===== src/rtl/tt_uart_pkg.sv =====
// Shared types and legal parameter ranges for the TinyTapeout UART blocks.
// The TX and the future RX both import this package.
package tt_uart_pkg;

    typedef enum logic [2:0] {
        IDLE   = 3'd0,
        START  = 3'd1,
        DATA   = 3'd2,
        PARITY = 3'd3,
        STOP   = 3'd4
    } uart_tx_state_e;

    localparam int CLKS_PER_BIT_MIN = 2;
    localparam int CLKS_PER_BIT_MAX = 65535;
    localparam int DATA_BITS_MIN    = 5;
    localparam int DATA_BITS_MAX    = 8;
    localparam int STOP_BITS_MIN    = 1;
    localparam int STOP_BITS_MAX    = 2;

    function automatic bit uart_params_ok(input int cpb, input int db,
                                          input int par, input int sb);
        return (cpb >= CLKS_PER_BIT_MIN) && (cpb <= CLKS_PER_BIT_MAX) &&
               (db  >= DATA_BITS_MIN)    && (db  <= DATA_BITS_MAX)    &&
               (par == 0 || par == 1)    &&
               (sb  >= STOP_BITS_MIN)    && (sb  <= STOP_BITS_MAX);
    endfunction

endpackage


===== src/rtl/tt_uart_tx_if.sv =====
// Byte handshake into the UART transmitter: the producer drives data/valid,
// and the transmitter answers with ready.
interface tt_uart_tx_if;
    logic [7:0] data_i;
    logic       valid_i;
    logic       ready_o;

    modport master (output data_i, output valid_i, input  ready_o);
    modport slave  (input  data_i, input  valid_i, output ready_o);
endinterface


===== src/rtl/tt_uart_baud_cnt.sv =====
// Bit-period counter: runs 0..CLKS_PER_BIT-1 and pulses bit_done on the last
// count. While clear is high, it holds at 0 so that a new bit starts aligned.
module tt_uart_baud_cnt #(
    parameter int CLKS_PER_BIT = 16
) (
    input  logic clk,
    input  logic rst_n,
    input  logic clear,
    output logic bit_done
);

    localparam int CW = (CLKS_PER_BIT > 1) ? $clog2(CLKS_PER_BIT) : 1;
    localparam logic [CW-1:0] CNT_MAX = CW'(CLKS_PER_BIT - 1);

    logic [CW-1:0] cnt;

    assign bit_done = !clear && (cnt == CNT_MAX);

    always_ff @(posedge clk or negedge rst_n) begin
        if (!rst_n) begin
            cnt <= '0;
        end else if (clear || bit_done) begin
            cnt <= '0;
        end else begin
            cnt <= cnt + 1'b1;
        end
    end

endmodule


===== src/rtl/tt_uart_tx.sv =====
// UART transmitter: start bit, LSB-first data, optional even parity, stop bits.
// tx_o comes from a flop that loads the level of the next bit at each bit boundary.
module tt_uart_tx
    import tt_uart_pkg::*;
#(
    parameter int CLKS_PER_BIT = 16,
    parameter int DATA_BITS    = 8,
    parameter int PARITY_EN    = 0,
    parameter int STOP_BITS    = 1
) (
    input  logic         clk,
    input  logic         rst_n,
    input  logic         ena,
    tt_uart_tx_if.slave  hs,
    output logic         tx_o,
    output logic         busy_o
);

    generate
        if (!uart_params_ok(CLKS_PER_BIT, DATA_BITS, PARITY_EN, STOP_BITS)) begin : g_bad_params
            $error("tt_uart_tx: parameter out of legal range");
        end
    endgenerate

    localparam int BW = $clog2(DATA_BITS + 1);
    localparam logic [BW-1:0] LAST_DATA = BW'(DATA_BITS - 1);
    localparam logic [BW-1:0] LAST_STOP = BW'(STOP_BITS - 1);

    uart_tx_state_e       state;
    logic [DATA_BITS-1:0] shift;
    logic [BW-1:0]        bit_cnt;
    logic                 parity;
    logic                 bit_done;
    logic                 accept;

    // Baud counter sits at 0 through IDLE, so the start bit is a full period.
    tt_uart_baud_cnt #(
        .CLKS_PER_BIT (CLKS_PER_BIT)
    ) u_baud (
        .clk      (clk),
        .rst_n    (rst_n),
        .clear    (state == IDLE),
        .bit_done (bit_done)
    );

    assign hs.ready_o = (state == IDLE) && ena && rst_n;
    assign accept     = hs.valid_i && hs.ready_o;
    assign busy_o     = (state != IDLE);

    always_ff @(posedge clk or negedge rst_n) begin
        if (!rst_n) begin
            state   <= IDLE;
            shift   <= '0;
            bit_cnt <= '0;
            parity  <= 1'b0;
            tx_o    <= 1'b1;
        end else begin
            case (state)
                IDLE: begin
                    bit_cnt <= '0;
                    tx_o    <= 1'b1;
                    if (accept) begin
                        shift  <= hs.data_i[DATA_BITS-1:0];
                        parity <= ^hs.data_i[DATA_BITS-1:0];
                        state  <= START;
                        tx_o   <= 1'b0;
                    end
                end
                START: begin
                    if (bit_done) begin
                        state   <= DATA;
                        bit_cnt <= '0;
                        tx_o    <= shift[0];
                    end
                end
                DATA: begin
                    if (bit_done) begin
                        shift <= shift >> 1;
                        if (bit_cnt == LAST_DATA) begin
                            bit_cnt <= '0;
                            if (PARITY_EN != 0) begin
                                state <= PARITY;
                                tx_o  <= parity;
                            end else begin
                                state <= STOP;
                                tx_o  <= 1'b1;
                            end
                        end else begin
                            bit_cnt <= bit_cnt + 1'b1;
                            // shift[0] is the bit leaving now; shift[1] goes out next
                            tx_o    <= shift[1];
                        end
                    end
                end
                PARITY: begin
                    if (bit_done) begin
                        state   <= STOP;
                        bit_cnt <= '0;
                        tx_o    <= 1'b1;
                    end
                end
                STOP: begin
                    tx_o <= 1'b1;
                    if (bit_done) begin
                        if (bit_cnt == LAST_STOP) begin
                            state   <= IDLE;
                            bit_cnt <= '0;
                        end else begin
                            bit_cnt <= bit_cnt + 1'b1;
                        end
                    end
                end
                default: begin
                    state   <= IDLE;
                    bit_cnt <= '0;
                    tx_o    <= 1'b1;
                end
            endcase
        end
    end

endmodule


===== src/flat_wrapper.sv =====
// flat-port wrapper written by rule: the top's interface ports become plain ports
module tt_uart_tx_flat import tt_uart_pkg::*;
#(
    parameter int CLKS_PER_BIT = 16,
    parameter int DATA_BITS    = 8,
    parameter int PARITY_EN    = 0,
    parameter int STOP_BITS    = 1
)
  (clk, rst_n, ena, tx_o, busy_o, hs_data_i, hs_valid_i, hs_ready_o);
  tt_uart_tx_if hs_i ();
  input  logic clk;
  input  logic rst_n;
  input  logic ena;
  output logic tx_o;
  output logic busy_o;
  input wire logic [$bits(hs_i.data_i)-1:0] hs_data_i;
  input wire logic [$bits(hs_i.valid_i)-1:0] hs_valid_i;
  output wire logic [$bits(hs_i.ready_o)-1:0] hs_ready_o;
  assign hs_i.data_i = hs_data_i;
  assign hs_i.valid_i = hs_valid_i;
  assign hs_ready_o = hs_i.ready_o;
  tt_uart_tx #(.CLKS_PER_BIT(CLKS_PER_BIT), .DATA_BITS(DATA_BITS), .PARITY_EN(PARITY_EN), .STOP_BITS(STOP_BITS)) u_core (.clk(clk), .rst_n(rst_n), .ena(ena), .hs(hs_i), .tx_o(tx_o), .busy_o(busy_o));
endmodule

===== config.mk =====
export PLATFORM = sky130hd
export DESIGN_NAME = tt_uart_tx_flat
export DESIGN_NICKNAME = d
export VERILOG_FILES = /design/src/rtl/tt_uart_pkg.sv /design/src/rtl/tt_uart_tx_if.sv /design/src/rtl/tt_uart_baud_cnt.sv /design/src/rtl/tt_uart_tx.sv /design/src/flat_wrapper.sv
export SDC_FILE = /design/constraint.sdc
export NUM_CORES = 1
export LEC_CHECK = 0
export ABC_AREA = 0
export ABC_CLOCK_PERIOD_IN_PS = 3400
export CAP_MARGIN = 20
export CORE_MARGIN = 10
export CORE_UTILIZATION = 50
export DETAILED_ROUTE_END_ITERATION = 10
export GPL_TIMING_DRIVEN = 0
export PLACE_DENSITY = 0.73
export SYNTH_ARGS = -nofsm -noshare
export SYNTH_HDL_FRONTEND = slang
export SYNTH_HIERARCHICAL = 1
export SYNTH_SLANG_ARGS = --single-unit

===== constraint.sdc =====
create_clock -name clk -period 3.4 [get_ports clk]
set_clock_uncertainty 0.2 [all_clocks]
set_input_delay 0.51 -clock clk [delete_from_list [all_inputs] [get_ports clk]]
set_output_delay 0.51 -clock clk [all_outputs]
set_load 0.05 [all_outputs]

==> flow_metrics.py <==
metrics = {
    "die": {
        "core_sq_um": 2210,
        "ios": 15,
        "floorplan.initialDensity_pct": 52.1,
        "die_w_microns": 68.0,
        "row_count": 17,
        "die_y_microns": 68.0,
        "design.die.area_sq_um": 4620,
    },
    "global_route": {
        "antenna_found_initial": 0,
        "grt_max_degree": 24,
        "grt_pass1_wl_microns": 4080,
        "grt_use_total_pct": 11.3,
        "grt_pass1_vias": 942,
        "grt_overflow": 0,
    },
    "clock_tree": {
        "cts_tree": "done",
        "htreeDepth": 1,
        "cts_hold_buf": 0,
        "clockBufferDepth": 2,
        "cts_made_buffers": 3,
        "root_buffer": "clkbuf_4",
        "clk_latency_ns": 0.29,
        "post_cts_resize_count": 1,
        "clkSlewWorstSetupHoldPaths_ns": 0.11,
        "post_cts_buffers": 0,
        "clkSinkCount": 20,
    },
    "sta": {
        "rsz0062_at_grt": "false",
        "fin_crit_sh_pct": 91.9,
        "max_freq_mhz": 320,
        "worst_slack_ns": 0.276,
        "tightest_slew_ns": 0.953,
        "hold_viol": 0,
        "drv_slew": 0,
        "slew_headroom_pct": 36.5,
        "min_period_ns": 3.12,
        "setup_viol": 0,
    },
    "yosys": {
        "synthFlopType": "dfrtp_1",
        "synthCells": 115,
        "synth_cell_types": 43,
        "ys_seq_elements": 20,
        "synth-edff-count": 0,
        "synth_area_sq_um": 1150,
        "synth_seq_area_share_pct": 43.5,
        "ys_warn_count": 6,
        "syn_avg_cell_area_sq_um": 10.0,
        "async_flop_share_pct": 100,
        "synth.net_count": 130,
    },
    "finish": {
        "areaGrowthSynthToFinish_pct": 18.2,
        "final_area_sq_um": 1360,
        "drive_gt1_share_pct": 14.3,
        "final_cell_mix": "dfrtp_1 (19), nor2_1 (17), clkdlybuf4s50_1 (13)",
        "n_antenna_cell": 0,
        "multi_input_area_sq_um": 592,
        "layout_commonest_cell": "dfrtp_1",
        "layout.cells.non_filler": 161,
        "fillers": 205,
        "regArea_sq_um": 502,
        "nNetsFinal": 149,
    },
    "power": {
        "clockPowerShare_pct": 13.1,
        "power.density_nw_per_um2": 772,
        "power.leakage_nw": 0.573,
        "combPwrFrac_pct": 51.0,
        "irDropWorstVdd_v": 0.000451,
        "finalPower_w": 0.00105,
        "p_int_w": 0.000627,
        "power_switching_w": 0.000426,
        "seqPwrFrac_pct": 35.9,
        "swShare_pct": 40.5,
    },
    "setup_path": {
        "critical_path_arrival_ns": 2.41,
        "crit_path_start_kind": "primary input",
        "crit_path_cell_trace": "dlygate4sd2_1 -> and3_1 -> clkdlybuf4s50_1",
        "critical_path_required_ns": 2.69,
        "slowest_delay_ns": 0.83,
        "crit_path_max_fanout": 23,
        "path_delay_family": "buffers and inverters",
        "cp_num_buf_inv": 2,
        "crit_path_end_kind": "output pin",
        "critPathKind": "primary input to output pin",
        "cp_slowest_cell": "dlygate4sd2_1",
    },
    "placed_design": {
        "place_area_sq_um": 1330,
        "gp_congestion": 0.786,
        "place_ws_ns": -0.0840,
        "dp_hpwl_microns": 1750,
        "dp.cells": 157,
        "port_buffers": 14,
    },
    "detailed_routing": {
        "via_per_inst": 5.53,
        "drt_pass1_iterations": 4,
        "wl_per_cell_microns": 14.2,
        "postRouteAntennaNets": 0,
        "drcViolationCount": 0,
        "drt_wl_total_microns": 2290,
        "dr_total_vias": 891,
        "first_iter_violations": 41,
    },
    "min_path": {
        "min_path_type": "primary input to asynchronous set/reset pin",
    },
    "run_status": {
        "outcome": "completed",
    },
    "flow_run": {
        "drv_cap": 0,
    },
}
per-stage QoR:
step / util (%) / hold WS [ns] / TNS [ns]
6_report: 61.6 / 0.261 / 0
4_1_cts: 61.6 / 0.294 / 0
2_1_floorplan: - / 0.0144 / 0
3_5_place_dp: 60.0 / 0.276 / -0.0840
5_1_grt: 61.6 / 0.323 / 0
3_3_place_gp: 60.0 / 0.267 / -0.0580
power by group through the flow:
| stage | logic, W | registers, W | clock network (W) |
|---|---|---|---|
| after CTS | 0.000541 | 0.000378 | 0.000143 |
| after detailed placement | 0.000539 | 0.000383 | 0 |
| after global routing | 0.000588 | 0.000389 | 0.000155 |
| after floorplan | 0.000413 | 0.000379 | 0 |
| after global placement | 0.000527 | 0.000377 | 0 |
| final | 0.000537 | 0.000378 | 0.000137 |
final cells by class:
type                            count  share of cell area (%)
Buffer                              6                    2.94
Clock buffer                        4                    2.66
Inverter                            5                    1.38
Multi-Input combinational cell     84                    43.4
Sequential cell                    20                    36.8
Tap cell                           28                    2.57
Timing Repair Buffer               14                    10.2
path summary, 6_finish.rpt:
| check | from | endpoint | slack (ns) | cells after the start |
|---|---|---|---|---|
| worst max-delay path | rst_n | hs_ready_o | 0.28 | 3 |
| worst min-delay path | rst_n | u_core/bit_cnt[3]$_DFFE_PN0P_ | 0.26 | 1 |
| worst max register to register | u_core/state[2]$_DFFE_PN0P_ | u_core/state[1]$_DFFE_PN0P_ | 1.03 | 6 |
| worst min register to register | u_core/u_baud/cnt[0]$_DFF_PN0_ | u_core/u_baud/cnt[0]$_DFF_PN0_ | 0.29 | 1 |
| max in group asynchronous | rst_n | u_core/state[0]$_DFFE_PN0P_ | 2.16 | 1 |
| min in group clk | u_core/u_baud/cnt[0]$_DFF_PN0_ | u_core/u_baud/cnt[0]$_DFF_PN0_ | 0.29 | 1 |
registers in the layout (all words and copies together), names as in the netlist:
name,cells
u_core/state,3
u_core/tx_o,1
u_core/u_baud/cnt,4
u_core/bit_cnt,4
u_core/shift,8
cell families (layout without fill, tap and decap cells):
group	count (synthesis)	in the layout	share of synthesized area, %
xor+xnor	2	2	1.52
flops	20	20	43.5
simple gates	43	43	21.6
compound gates	24	24	14.0
buf+inv	11	29	5.10
mux	12	12	11.0
fa+ha+maj	3	3	3.26
Yosys cell counts, types with 2 or more instances:
master    instances  area [sq um]
dfrtp_1          19           475
buf_2             2          10.0
o21ai_0           2          10.0
nor2_1           17          63.8
and3_1            2          12.5
nand2b_1          2          12.5
o22ai_1           2          12.5
a21oi_1           8          40.0
ha_1              3          37.5
nor3_2            3          30.0
nor3b_1           2          15.0
nor2b_1           2          12.5
inv_1             5          18.8
mux2i_1          10           100
buf_4             2          15.0
a31oi_1           2          12.5
nand2_1           4          15.0
nand3b_1          2          15.0
nand3_1           2          10.0
per-layer routing:
metal / global-route usage [%] / share of wire (%) / vias to the layer above
li1: - / - / 446
met1: 13.3 / 46 / 426
met2: 19.2 / 49 / 15
met3: 2.45 / 4.5 / 4
met4: 5.03 / 1.2 / 0
met5: 0 / 0 / -
No activity file was read; power rests on OpenSTA's default activity.
